### src/rtl/simple_bus_rr_mem.sv
// Round-robin arbitrated simple_bus memory target with programmable wait states.
// Optional grant timeout: define SIMPLE_BUS_GNT_TIMEOUT_EN.
module simple_bus_rr_mem #(
   parameter int N_MST    = 2,
   parameter int ADDR_W   = 8,
   parameter int DATA_W   = 8,
   parameter int WAIT_CYC = 1,
   parameter int TIMEOUT  = 16
) (
   input  logic                     clk,
   input  logic                     rst_n,
   input  logic [N_MST-1:0]         req,
   input  logic [N_MST-1:0]         start,
   input  logic [2*N_MST-1:0]       mode,
   input  logic [ADDR_W*N_MST-1:0]  addr,
   input  logic [DATA_W*N_MST-1:0]  wdata,
   input  logic                     avail,
   output logic [N_MST-1:0]         gnt,
   output logic                     rdy,
   output logic [DATA_W-1:0]        rdata,
   output logic                     err,
   output logic [1:0]               dbg_state
);

   localparam int LW = (N_MST > 1) ? $clog2(N_MST) : 1;

   typedef enum logic [1:0] {IDLE, GRANT, BUSY, DONE} state_t;

   state_t              state, state_nx;
   logic [LW-1:0]       last, cur, pick;
   logic                found;
   logic [3:0]          wcnt;
   logic [1:0]          cap_mode;
   logic [ADDR_W-1:0]   cap_addr;
   logic                grant_go, capture, release_go, finish, tmo;
   logic                cur_req, cur_start;
   logic [1:0]          cur_mode;
   logic [ADDR_W-1:0]   cur_addr;
   logic [DATA_W-1:0]   cur_wdata;
   logic [DATA_W-1:0]   mem [2**ADDR_W];

   assign cur_req   = req[cur];
   assign cur_start = start[cur];
   assign cur_mode  = mode[2*cur +: 2];
   assign cur_addr  = addr[ADDR_W*cur +: ADDR_W];
   assign cur_wdata = wdata[DATA_W*cur +: DATA_W];
   assign dbg_state = state;

`ifdef SIMPLE_BUS_GNT_TIMEOUT_EN
   localparam int TW = $clog2(TIMEOUT + 1);
   logic [TW-1:0] tcnt;
   logic          tmo_hit;
   assign tmo_hit = (tcnt == TW'(TIMEOUT - 1));
`else
   logic unused_tmo;
   assign unused_tmo = (TIMEOUT == 0);
`endif

   // Search starts just after the last served master, wrapping around.
   always_comb begin
      pick  = '0;
      found = 1'b0;
      for (int k = 1; k <= N_MST; k++) begin
         if (!found && req[(int'(last) + k) % N_MST]) begin
            found = 1'b1;
            pick  = LW'((int'(last) + k) % N_MST);
         end
      end
   end

   always_comb begin
      state_nx   = state;
      grant_go   = 1'b0;
      capture    = 1'b0;
      release_go = 1'b0;
      finish     = 1'b0;
      tmo        = 1'b0;
      case (state)
         IDLE: if (avail && found) begin
            state_nx = GRANT;
            grant_go = 1'b1;
         end
         GRANT: begin
            if (cur_start) begin
               state_nx = BUSY;
               capture  = 1'b1;
            end else if (!cur_req) begin
               state_nx   = IDLE;
               release_go = 1'b1;
            end
`ifdef SIMPLE_BUS_GNT_TIMEOUT_EN
            else if (tmo_hit) begin
               state_nx   = IDLE;
               release_go = 1'b1;
               tmo        = 1'b1;
            end
`endif
         end
         BUSY: if (wcnt == 4'd0) begin
            state_nx = DONE;
            finish   = 1'b1;
         end
         DONE: begin
            state_nx   = IDLE;
            release_go = 1'b1;
         end
         default: state_nx = IDLE;
      endcase
   end

   always_ff @(posedge clk or negedge rst_n) begin
      if (!rst_n) state <= IDLE;
      else        state <= state_nx;
   end

   // rdy/err/rdata default low every cycle so they are single-cycle pulses.
   always_ff @(posedge clk or negedge rst_n) begin
      if (!rst_n) begin
         gnt      <= '0;
         rdy      <= 1'b0;
         err      <= 1'b0;
         rdata    <= '0;
         last     <= LW'(N_MST - 1);
         cur      <= '0;
         wcnt     <= '0;
         cap_mode <= '0;
         cap_addr <= '0;
      end else begin
         rdy   <= 1'b0;
         err   <= 1'b0;
         rdata <= '0;
         if (grant_go) begin
            gnt <= {{(N_MST-1){1'b0}}, 1'b1} << pick;
            cur <= pick;
         end
         if (release_go) begin
            gnt  <= '0;
            last <= cur;
         end
         if (tmo) err <= 1'b1;
         if (capture) begin
            cap_mode <= cur_mode;
            cap_addr <= cur_addr;
            wcnt     <= 4'(WAIT_CYC);
         end
         if (state == BUSY && wcnt != 4'd0) wcnt <= wcnt - 4'd1;
         if (finish) begin
            rdy   <= 1'b1;
            err   <= (cap_mode == 2'b11);
            rdata <= (cap_mode == 2'b01) ? mem[cap_addr] : '0;
         end
      end
   end

`ifdef SIMPLE_BUS_GNT_TIMEOUT_EN
   always_ff @(posedge clk or negedge rst_n) begin
      if (!rst_n)                          tcnt <= '0;
      else if (grant_go)                   tcnt <= '0;
      else if (state == GRANT && !tmo_hit) tcnt <= tcnt + TW'(1);
   end
`endif

   // Storage is deliberately unreset; the write commits at the capture edge.
   always_ff @(posedge clk) begin
      if (capture && cur_mode == 2'b10) mem[cur_addr] <= cur_wdata;
   end

endmodule

### config.mk
export PLATFORM = sky130hd
export DESIGN_NAME = simple_bus_rr_mem
export DESIGN_NICKNAME = d
export VERILOG_FILES = /design/src/rtl/simple_bus_rr_mem.sv
export SDC_FILE = /design/constraint.sdc
export NUM_CORES = 2
export LEC_CHECK = 0
export BUFFER_PORTS_ARGS = -buffer_cell sky130_fd_sc_hd__buf_2
export CELL_PAD_IN_SITES_DETAIL_PLACEMENT = 0
export CELL_PAD_IN_SITES_GLOBAL_PLACEMENT = 2
export CORE_MARGIN = 2
export CORE_UTILIZATION = 25
export DETAILED_ROUTE_END_ITERATION = 8
export PLACE_DENSITY = 0.54
export SYNTH_ARGS = -nofsm -noshare
export SYNTH_HDL_FRONTEND = slang
export SYNTH_SLANG_ARGS = --single-unit
### constraint.sdc
create_clock -name clk -period 6.5 [get_ports clk]
set_input_delay 0.65 -clock clk [delete_from_list [all_inputs] [get_ports clk]]
set_output_delay 0.65 -clock clk [all_outputs]
set_load 0.02 [all_outputs]
# Word level (Yosys, flattened, before mapping)
# Memory sizes are Yosys's and may differ from the RTL's.
# Index checks and enable logic that the tools add are counted.
[word_totals] ramBits=2048 memories=1 word_cells=81 input_bits=43 output_inout_bits=14 register_bits=30
[mem_list] name="mem" depth=256 width=8 rd=1 rd_ports_with_merged_regs=0 wr=1 line="40" text="logic [DATA_W-1:0] mem [2**ADDR_W];"
[op_classes] n_bitwise=2 n_addsub=3 mux=38 n_lt_le_gt_ge=3 n_eq_ne=9 n_reduce_logical=11 n_shift=4
[ops] cell="variable part select 16 x 5 -> 8 bit" n=2
[ops] cell="2-to-1 mux 1 bit" n=26
[ops] cell="2-to-1 mux 8 bit" n=2
[ops] cell="2-to-1 mux 2 bit" n=6
[ops] cell="equality test 2 bit, second input constant" n=4
[ops] cell="2-to-1 mux 4 bit" n=2
[ops] cell="one-hot mux 2 bit (4 select lines)" n=1
[ops] cell="less-than comparator 2 x 3 -> 1 bit, second input constant" n=2
[ops] cell="equality test 2 x 1 -> 1 bit, second input constant" n=2
[ops] cell="logical AND 1 bit" n=4
[ops] cell="logical NOT 4 bit" n=1
[ops] cell="!= test 2 bit, second input constant" n=2
[ops] cell="nonzero test 2 bit" n=2
[ops] cell="nonzero test 4 bit" n=1
[ops] cell="variable part select 4 x 3 -> 2 bit" n=1
[ops] cell="subtractor 4 x 1 -> 4 bit, second input constant" n=1
[ops] cell="!= test 3 bit, second input constant" n=1
[ops] cell="AND reduction 3 bit" n=1
[ops] cell="adder 1 bit, second input constant" n=2
[ops] cell="AND 1 bit, first input constant" n=2
[ops] cell="logical NOT 2 bit" n=1
[ops] cell="less-than comparator 1 x 2 -> 1 bit, second input constant" n=1
[ops] cell="one-hot mux 1 bit (2 select lines)" n=1
[ops] cell="<< shifter 1 x 1 -> 2 bit, first input constant" n=1
[ops] cell="logical NOT 1 bit" n=1

# Longest topological paths before layout
[logic_depth] depth_word=14 ltp_mapped=12 depth_no_buf=9

# Worst setup path after synthesis
# OpenSTA, ideal clock, no wires.
[synth_timing] path_kind="flip-flop to flip-flop" from="register cur" to="memory mem[0][0] (data pin)" n_path_buf=4 path_slack_ns=2.380 synth_period_minus_slack_ns=4.120 arrival_ns=3.564 required_time_ns=5.944 setup_ns=0.556 stages_incl_launch_ff=6 cell_sequence="dfrtp_1 clkbuf_1 clkbuf_1 buf_1 buf_1 mux2_2"
[synth_between] elab_chain_len=1
[synth_lines] element="from (decl)" line="30" text="logic [LW-1:0] last, cur, pick;"
[synth_lines] element="from (signal assigned)" line="134" text="cur <= pick;"
[synth_lines] element="variable part select 16 x 5 -> 8 bit" line="46" text="assign cur_wdata = wdata[DATA_W*cur +: DATA_W];"
[synth_lines] element="named net cur_wdata[0]" line="39" text="logic [DATA_W-1:0] cur_wdata;"
[synth_lines] element="to (decl)" line="40"
# The timed path passes the listed nets, and every way through them passes these cells.

# Final worst setup path
[layout_timing] from="register cur" to="memory mem[7][1], enable pin"
[layout_between] elab_chain_len=7 word_cells_on_any_way=10 classes_between="1 x eq/ne; 2 x shift; 6 x mux; 1 x reduce/logical"
[layout_lines] element="2-to-1 mux 1 bit (implied by the code) (2 in series)" line="43" text="assign cur_start = start[cur];"
[layout_lines] element="2-to-1 mux 1 bit" line="84" text="if (cur_start) begin"
[layout_lines] element="2-to-1 mux 1 bit" line="78" text="case (state)"
[layout_lines] element="logical AND 1 bit" line="165" text="if (capture && cur_mode == 2'b10) mem[cur_addr] <= cur_wdata;"
[layout_lines] element="2-to-1 mux 1 bit" line="165"
[layout_lines] element="2-to-1 mux 1 bit (implied by the code)" line="165"
# Several ways; a longest one is shown, not always the timed one. The select of a mux whose other input is x is not followed.

==> flow_summary.ini <==
[status]
status = complete, no violations

[yosys]
syn_nets = 4170
synth-edff-count = 2048
async_reset_ff_share_pct = 1.44
synth_area_per_cell_um2 = 19.8
yosysWarningCount = 0
synth_cells = 4126
syn_area_um2 = 81600
synth-seq-cells = 2078
synth.distinct_cells = 71
ys_seq_area_share_pct = 76.3
ys.flop_type = edfxtp_1

[finish]
final_cells = 8789
final_common_cell = edfxtp_1
fin_util_pct = 29.1
mostFrequentLayoutCells = edfxtp_1 (2048), mux4_2 (364), nor2_1 (356)
layout-drive-gt1-share_pct = 20.0
area_growth_syn_to_layout_pct = 15.6
nNetsFinal = 4307

[route]
post_drt_wl_per_cell_um = 30.1
viasPerCell = 4.77
firstDrtPassIters = 6
final_antenna_net_count = 0
drt_wl_total_um = 264000
drc = 0
vias = 41900
drtIter0Drc = 4551

[global_route]
overflow = 0
antenna_found_initial = 14
grt_pass1_wl_um = 363000
grt_use_total_pct = 15.7
grt_start_max_net_pins = 185
grt_pass1_vias = 42200

[setup_path]
ff2ff_setup_slack_ns = 1.67
worst_setup_path_end_kind = register
critPathKind = reg -> reg
startpoint_type = register
critPathRequiredTime_ns = 6.98
crit_arrival_ns = 5.32
critPathMaxFanout = 37

[clocking]
cts_tree = built
cts_buffers = 222
root_buffer = clkbuf_16
clock-sinks = 2078
post_cts_buffers = 0
htreeDepth = 4
path_clk_slew_ns = 0.06
clk_latency_ns = 0.89
cts_resized = 0
clock_path_buffers = 3

[power_and_ir_drop]
vdd_drop_max_uv = 277
power_density_nw_per_um2 = 430
power_mw = 40.5
p_leak_nw = 29.4

[placed_design]
place_ws_ns = 1.75
gp_congestion = 0.829
dpl.hpwl_um = 166000
io_buffers = 56
dp.cells = 8362

[timing]
finalMaxSlewViolations = 0
fmax_mhz = 207
post-route-period-util_pct = 74.3
setup-tns-final_ns = 0
max_slew_margin_pct = 3.83
worst_pin_slew_ns = 1.43
fin_crit_ns = 4.83
fin_skew_ns = 0.0645
rsz0062_at_grt = false
setup_ws_ns = 1.67
hold_viol = 0
setup_viol = 0

[floorplanning]
start_util_pct = 25.1
dieArea_um2 = 331000
io_pins = 57
placement_rows = 209
die_w_um = 575
core_area_um2 = 325000
die_h_um = 575

[flow_run]
drv_cap = 0

[min_path]
hold_class = in -> reg
logic make-up (layout without fill, tap and decap cells):
kind of cell               count (synthesis)  after routing  share of synthesized area [%]
AOI/OAI and AO/OA                        430            430                           3.72
adders and majority gates                  1              1                         0.0153
buffers and inverters                    256            586                           1.97
DFF                                     2078           2078                           76.3
muxes                                    680            680                           14.3
other                                      0              8                              0
and+or+nand+nor                          681            681                           3.67
where the power goes:
group          internal [mW]  switching, mW  leakage [nW]  total (mW)
clock network           7.39           5.45          3.58        12.8
logic                   3.70           7.85          7.00        11.6
registers               15.8          0.339          18.8        16.2
routing by layer:
layer	global-route usage, %	share of wire (%)	up-vias
li1	-	-	17400
met1	22.2	45	22800
met2	25.0	47	1461
met3	2.59	6.2	284
met4	4.16	2.4	0
met5	0	0	-
sequential cells by signal, indices dropped and copies added, names as in the netlist, named ones only:
signal	count
wcnt	4
rdata	8
rdy	1
cap_mode	2
err	1
mem	2048
dbg_state	1
cap_addr	8
last	1
cur	1
gnt	2
synth_stat cells (35+ instances only):
library cell | instances | area, µm²
buf_6 | 35 | 394
mux4_2 | 364 | 8200
o221ai_1 | 71 | 622
o21ai_0 | 48 | 240
edfxtp_1 | 2048 | 61500
buf_2 | 43 | 215
a211oi_1 | 37 | 278
mux2i_1 | 282 | 2820
nor3_1 | 54 | 270
o22ai_1 | 94 | 588
clkbuf_1 | 110 | 413
nor2_1 | 358 | 1340
nand2_1 | 128 | 480
a21oi_1 | 55 | 275
what timing repair did:
action,in CTS,in global routing
hold endpoints to repair,25,0
hold buffers,2,0
setup endpoints to repair,0,0
through the flow:
step	instance area (µm²)	hold slack [ns]
2_1_floorplan	81600	0.354
5_1_grt	94300	0.0841
3_5_place_dp	86900	0.516
6_report	94300	0.106
4_1_cts	94300	0.0236
3_3_place_gp	86900	0.501
cell type report:
type / count / area [µm²]
Sequential cell: 2078 / 62300
Inverter: 13 / 51.3
Fill cell: 31600 / 230000
Clock inverter: 127 / 1510
Antenna cell: 8 / 20.0
Clock buffer: 290 / 5900
Tap cell: 4325 / 5410
Timing Repair Buffer: 156 / 1240
Multi-Input combinational cell: 1792 / 17900
critical path, stage by stage, from the launching register on:
cell	delay, ns
dfrtp_2	1.06
mux2i_1	0.35
nor3_1	0.51
nand2b_1	0.17
nor2_1	0.29
nand2_1	0.83
buf_4	0.56
nor2_1	0.63
final timing paths:
check,depth (start not counted),startpoint,to
worst max-delay path,7,cur,mem[7][1]
worst min-delay path,3,mode[3],cap_mode[1]
worst max register to register,7,cur,mem[7][1]
worst min register to register,2,wcnt[1],wcnt[1]
max in group asynchronous,2,rst_n,cap_addr[4]
min in group asynchronous,2,rst_n,cap_mode[0]
Note: power is estimated with default switching activity, not from simulation.
